### config.mk
export PLATFORM = sky130hd
export DESIGN_NAME = link_tx_arbiter
export DESIGN_NICKNAME = d
export VERILOG_FILES = /design/src/rtl/link_tx_arbiter_pkg.sv /design/src/rtl/rr_pick.sv /design/src/rtl/link_tx_arbiter.sv
export SDC_FILE = /design/constraint.sdc
export NUM_CORES = 1
export LEC_CHECK = 0
export CAP_MARGIN = 20
export CORE_MARGIN = 4
export CORE_UTILIZATION = 44
export CTS_CLUSTER_DIAMETER = 30
export DETAILED_ROUTE_END_ITERATION = 16
export GPL_TIMING_DRIVEN = 0
export PLACE_DENSITY = 0.82
export SYNTH_ARGS = -nofsm -noshare
export SYNTH_HDL_FRONTEND = slang
export SYNTH_SLANG_ARGS = --single-unit
### constraint.sdc
create_clock -name clk -period 4.1 [get_ports clk]
set_clock_uncertainty 0.1 [all_clocks]
set_input_delay 0.82 -clock clk [delete_from_list [all_inputs] [get_ports clk]]
set_output_delay 0.82 -clock clk [all_outputs]
set_load 0.05 [all_outputs]
### src/rtl/link_tx_arbiter_pkg.sv
// Shared constants for the serial-link transmit arbiter: item geometry,
// start-timeout default, FSM encodings and a saturating-increment helper.
package link_tx_arbiter_pkg;

  localparam int unsigned PAYLOAD_SIZE = 8;
  localparam int unsigned ADDR_SZ      = 4;
  localparam int unsigned LTA_ITEM_W   = PAYLOAD_SIZE + ADDR_SZ;
  localparam int unsigned LTA_START_TO = 4;
  localparam int unsigned RETRY_W      = 8;

  localparam logic [1:0] LTA_IDLE       = 2'd0;
  localparam logic [1:0] LTA_ISSUE      = 2'd1;
  localparam logic [1:0] LTA_WAIT_START = 2'd2;
  localparam logic [1:0] LTA_WAIT_DONE  = 2'd3;

  // Retry counter sticks at all-ones instead of wrapping.
  function automatic logic [RETRY_W-1:0] sat_inc(input logic [RETRY_W-1:0] v);
    return (v == '1) ? v : v + RETRY_W'(1);
  endfunction

endpackage

### src/rtl/rr_pick.sv
// Combinational round-robin picker: first set bit of req searched from
// ptr+1 upward, wrapping modulo N; returns one-hot grant and its index.
module rr_pick #(
  parameter int unsigned N     = 4,
  parameter int unsigned IDX_W = 2
) (
  input  logic [N-1:0]     req,
  input  logic [IDX_W-1:0] ptr,
  output logic [N-1:0]     gnt_c,
  output logic [IDX_W-1:0] idx_c,
  output logic             any_c
);

  logic [IDX_W:0] sh;
  logic [N-1:0]   rot;
  logic [N-1:0]   rot_first;
  logic [N-1:0]   idx_mask [IDX_W];

  // Rotate so the search starts at bit 0, isolate the lowest set bit, rotate back.
  assign sh        = {1'b0, ptr} + (IDX_W+1)'(1);
  assign rot       = N'({req, req} >> sh);
  assign rot_first = rot & (~rot + N'(1));
  assign gnt_c     = N'((({rot_first, rot_first}) << sh) >> N);
  assign any_c     = |req;

  for (genvar b = 0; b < IDX_W; b++) begin : g_idx
    for (genvar i = 0; i < N; i++) begin : g_bit
      assign idx_mask[b][i] = 1'((i >> b) & 1);
    end
    assign idx_c[b] = |(gnt_c & idx_mask[b]);
  end

endmodule

### src/rtl/link_tx_arbiter.sv
// Round-robin arbiter/sequencer sharing one dclk_tx transmitter between N_SRC
// requesters; issues req, retries on start timeout, tracks tx_busy to completion.
module link_tx_arbiter
  import link_tx_arbiter_pkg::*;
#(
  parameter int unsigned N_SRC    = 4,
  parameter int unsigned ID_W     = 2,
  parameter int unsigned ITEM_W   = LTA_ITEM_W,
  parameter int unsigned START_TO = LTA_START_TO
) (
  input  logic                       clk,
  input  logic                       reset,
  input  logic [N_SRC-1:0]           src_req,
  input  logic [N_SRC*ITEM_W-1:0]    src_item,
  output logic [N_SRC-1:0]           src_ack,
  output logic                       tx_req,
  output logic [ITEM_W-1:0]          tx_item,
  input  logic                       tx_busy,
  input  logic                       channel_busy,
  output logic [ID_W-1:0]            grant_id,
  output logic                       arb_busy,
  output logic [RETRY_W-1:0]         retry_cnt
);

  localparam int unsigned TO_W = (START_TO < 2) ? 1 : $clog2(START_TO);

  logic [1:0]         state, state_d;
  logic [TO_W-1:0]    to_cnt, to_cnt_d;
  logic [RETRY_W-1:0] retry_d;
  logic [ITEM_W-1:0]  item_d;
  logic [ID_W-1:0]    grant_d;
  logic [ID_W-1:0]    ptr, ptr_d;
  logic [N_SRC-1:0]   ack_d;

  logic [N_SRC-1:0]   pick_gnt;
  logic [ID_W-1:0]    pick_idx;
  logic               pick_any;
  logic [ITEM_W-1:0]  items [N_SRC];

  for (genvar i = 0; i < N_SRC; i++) begin : g_items
    assign items[i] = src_item[i*ITEM_W +: ITEM_W];
  end

  rr_pick #(
    .N     (N_SRC),
    .IDX_W (ID_W)
  ) u_pick (
    .req   (src_req),
    .ptr   (ptr),
    .gnt_c (pick_gnt),
    .idx_c (pick_idx),
    .any_c (pick_any)
  );

  // Next-state and next-output decode.
  always_comb begin
    state_d  = state;
    to_cnt_d = to_cnt;
    retry_d  = retry_cnt;
    item_d   = tx_item;
    grant_d  = grant_id;
    ptr_d    = ptr;
    ack_d    = '0;
    case (state)
      LTA_IDLE: begin
        if (pick_any && !tx_busy && !channel_busy) begin
          item_d  = items[pick_idx];
          grant_d = pick_idx;
          ptr_d   = pick_idx;
          ack_d   = pick_gnt;
          state_d = LTA_ISSUE;
        end
      end
      LTA_ISSUE: begin
        to_cnt_d = '0;
        state_d  = LTA_WAIT_START;
      end
      LTA_WAIT_START: begin
        if (tx_busy) begin
          state_d = LTA_WAIT_DONE;
        end else if (to_cnt == TO_W'(START_TO - 1)) begin
          // Transmitter never started: reissue the same item; no new ack.
          to_cnt_d = '0;
          retry_d  = sat_inc(retry_cnt);
          state_d  = LTA_ISSUE;
        end else begin
          to_cnt_d = to_cnt + TO_W'(1);
        end
      end
      LTA_WAIT_DONE: begin
        if (!tx_busy) state_d = LTA_IDLE;
      end
      default: state_d = LTA_IDLE;
    endcase
  end

  // State and registered outputs; tx_req/arb_busy are registered decodes of the next state.
  always_ff @(posedge clk or posedge reset) begin
    if (reset) begin
      state     <= LTA_IDLE;
      to_cnt    <= '0;
      retry_cnt <= '0;
      tx_item   <= '0;
      grant_id  <= '0;
      ptr       <= ID_W'(N_SRC - 1);
      src_ack   <= '0;
      tx_req    <= 1'b0;
      arb_busy  <= 1'b0;
    end else begin
      state     <= state_d;
      to_cnt    <= to_cnt_d;
      retry_cnt <= retry_d;
      tx_item   <= item_d;
      grant_id  <= grant_d;
      ptr       <= ptr_d;
      src_ack   <= ack_d;
      tx_req    <= (state_d == LTA_ISSUE);
      arb_busy  <= (state_d != LTA_IDLE);
    end
  end

endmodule

==> run metrics <==
Multi-input gate area 1070 µm²; Initial Util 46.2%; Sequential Area 853 µm²; n_diodes 0; Avg Inst Size Synth 10.8 µm²; vias in the first global route 1,760; worst skew pair latency 0.29 ns; fin crit share 75.8%; postcts setup bufs 0; die height 76.3 µm; port buffer count 80; Num CTS Buffers 5; initial antenna violation count 0; WL per Instance 15.1 µm; clk buf depth 2; Die Wd 76.3 µm; Cell Pwr Density 628 nW/µm²; number of distinct library cells after synthesis 47; max-slew violations 0; CP startpoint kind primary input; Static Leakage 1.29 nW; area delta synth->final 48.4%; syn_nets 249; gr usage total 17.8%; largest net degree at the start of global routing 22; area post-placement 2950 µm²; Max FO, Critical Path 10; WS Path Type primary input to flop; Iter 0 DRT Violations 68; Synth top area share 39.0%; Max VDD drop 0.383 mV; final wirelength 5.00 mm; num rows 24; setup_tns 0 ns; GR Overflow Total 0; Seq/Total Area, Yosys 41.6%; DRC viols 0; CP required 4.17 ns; Via density 5.31; Synth Cell Area 2050 µm²; Slew Limit Headroom 57.6%; Clock Sinks 34; Max-Cap Viols 0; Die ar. 5820 µm²; Final Cell Area 3050 µm²; CTS tree done; warnings from Yosys 0; status completed; Via Count 1,764; Reg clk slew, reported paths 0.07 ns; Final Wtd Congestion 0.773; Fin. Hold Viols 0; CTS root buf clkbuf_8; hpwl dp 3.92 mm; io pins 84; minimum clock period 3.11 ns; H-Tree Depth 2; Post-synth EDFFs 0; flop-to-flop setup slack 1.44 ns; share of layout cells above drive strength 1 14.3%; worst min-delay path category flop to flop; final setup vio count 0; Synth Register Bits 34; Final ANT Viol Nets 0; CTS resizes 0; core area 4440 µm²; Final #Nets 338; Least-Margin Pin Slew 0.635 ns; Synth Instances 190; most frequent cell after synthesis dfrtp_1; dominant cells by area after synthesis dfrtp_1, mux2i_1, o221ai_2; drt first pass iters 4; worst hold slack 0.391 ns; crit path DAT 3.17 ns; RSZ-0062 raised after global routing false; post-synth top area cell dfrtp_1; top cells by count, synth dfrtp_1, mux2i_1, nand2_1; endpoint type of the worst setup path flop; # fillers 329; Most used DFF post-synth dfrtp_1; Peak Freq 322 MHz; CTS Hold Buffers Added 0; Post-synth ARST share 100%; first-pass GRT wire length 8.42 mm
==> registers in the layout, summed over array words and instances (netlist names), 2 cells and up <==
| signal | count |
|---|---|
| retry_cnt | 8 |
| to_cnt | 2 |
| ptr | 2 |
| src_ack | 4 |
| state | 2 |
| grant_id | 2 |
| tx_item | 12 |
==> per-stage QoR <==
| step | total power [mW] | std cells | util (%) | setup slack (ns) |
|---|---|---|---|---|
| global placement | 1.64 | 322 | 65.7 | 0.702 |
| finish | 1.91 | 332 | 68.6 | 0.993 |
| global route | 2.05 | 332 | 68.6 | 0.868 |
| CTS | 1.93 | 331 | 68.4 | 1.00 |
| detailed placement | 1.66 | 323 | 66.3 | 0.687 |
| floorplan | 1.33 | 190 | - | 1.24 |
==> worst paths after layout <==
kind,from,to,depth (start not counted)
min,tx_item[11]$_DFFE_PP0P_,tx_item[11]$_DFFE_PP0P_,2
min reg2reg,tx_item[11]$_DFFE_PP0P_,tx_item[11]$_DFFE_PP0P_,2
max reg2reg,ptr[0]$_DFFE_PP1P_,tx_item[3]$_DFFE_PP0P_,6
min in group asynchronous,reset,tx_item[7]$_DFFE_PP0P_,2
max,src_req[0],tx_item[3]$_DFFE_PP0P_,7
max in group asynchronous,reset,tx_item[4]$_DFFE_PP0P_,3
==> power by group <==
part / total [mW] / switching, mW / leakage, nW / internal [mW]
combinational: 1.14 / 0.668 / 0.815 / 0.469
sequential: 0.511 / 0.0654 / 0.425 / 0.446
clock: 0.265 / 0.130 / 0.0472 / 0.135
total: 1.91 / 0.864 / 1.29 / 1.05
==> layout by cell type, fill, tap and decap left out, types with 2 or more instances in the layout <==
| cell | n |
|---|---|
| a21oi_1 | 2 |
| a22oi_1 | 2 |
| buf_2 | 3 |
| buf_4 | 3 |
| buf_6 | 2 |
| clkbuf_1 | 4 |
| clkbuf_8 | 6 |
| clkdlybuf4s50_1 | 80 |
| dfrtp_1 | 32 |
| dfstp_2 | 2 |
| ha_1 | 3 |
| inv_1 | 8 |
| mux2_2 | 5 |
| mux2i_1 | 24 |
| nand2_1 | 24 |
| nand2b_1 | 4 |
| nand3_1 | 2 |
| nand3b_1 | 2 |
| nand4_1 | 2 |
| nor2_1 | 11 |
| nor2b_1 | 4 |
| nor3_1 | 2 |
| nor3b_1 | 2 |
| nor4_1 | 2 |
| nor4b_1 | 2 |
| o21ai_0 | 5 |
| o221ai_1 | 4 |
| o221ai_2 | 8 |
| xnor2_1 | 5 |
| xor2_1 | 2 |
==> metal layers <==
layer  share of wire, %  global-route usage (%)
met1                 41                    22.4
met2                 49                    28.6
met3                8.4                    6.38
met4                1.0                    5.80
met5                  0                       0
==> worst max-delay path, cell delays in order <==
cell and delay, ns:
clkdlybuf4s50_1 0.58, nand2b_1 0.25, mux4_2 0.54, o22ai_2 0.31, buf_4 0.28, mux2i_1 0.28
o221ai_2 0.12
==> cell families after synthesis <==
kind of cell | after synthesis | synth area share (%)
flip-flops | 34 | 41.6
buffers and inverters | 22 | 6.28
AO/OA/AOI/OAI | 30 | 14.9
AND/OR/NAND/NOR | 63 | 15.7
XOR/XNOR | 7 | 2.99
multiplexers | 31 | 16.8
adder cells (fa/ha/maj) | 3 | 1.83
==> layout make-up <==
type / instances / area share [%]
multi-input cells: 134 / 35.2
repair buffers: 82 / 27.4
well taps: 52 / 2.14
plain buffers: 14 / 3.24
clock inverters: 2 / 0.411
inverters: 8 / 0.986
flip-flops and latches: 34 / 28.0
clock buffers: 6 / 2.71
Note: power is estimated with default switching activity, not from simulation.
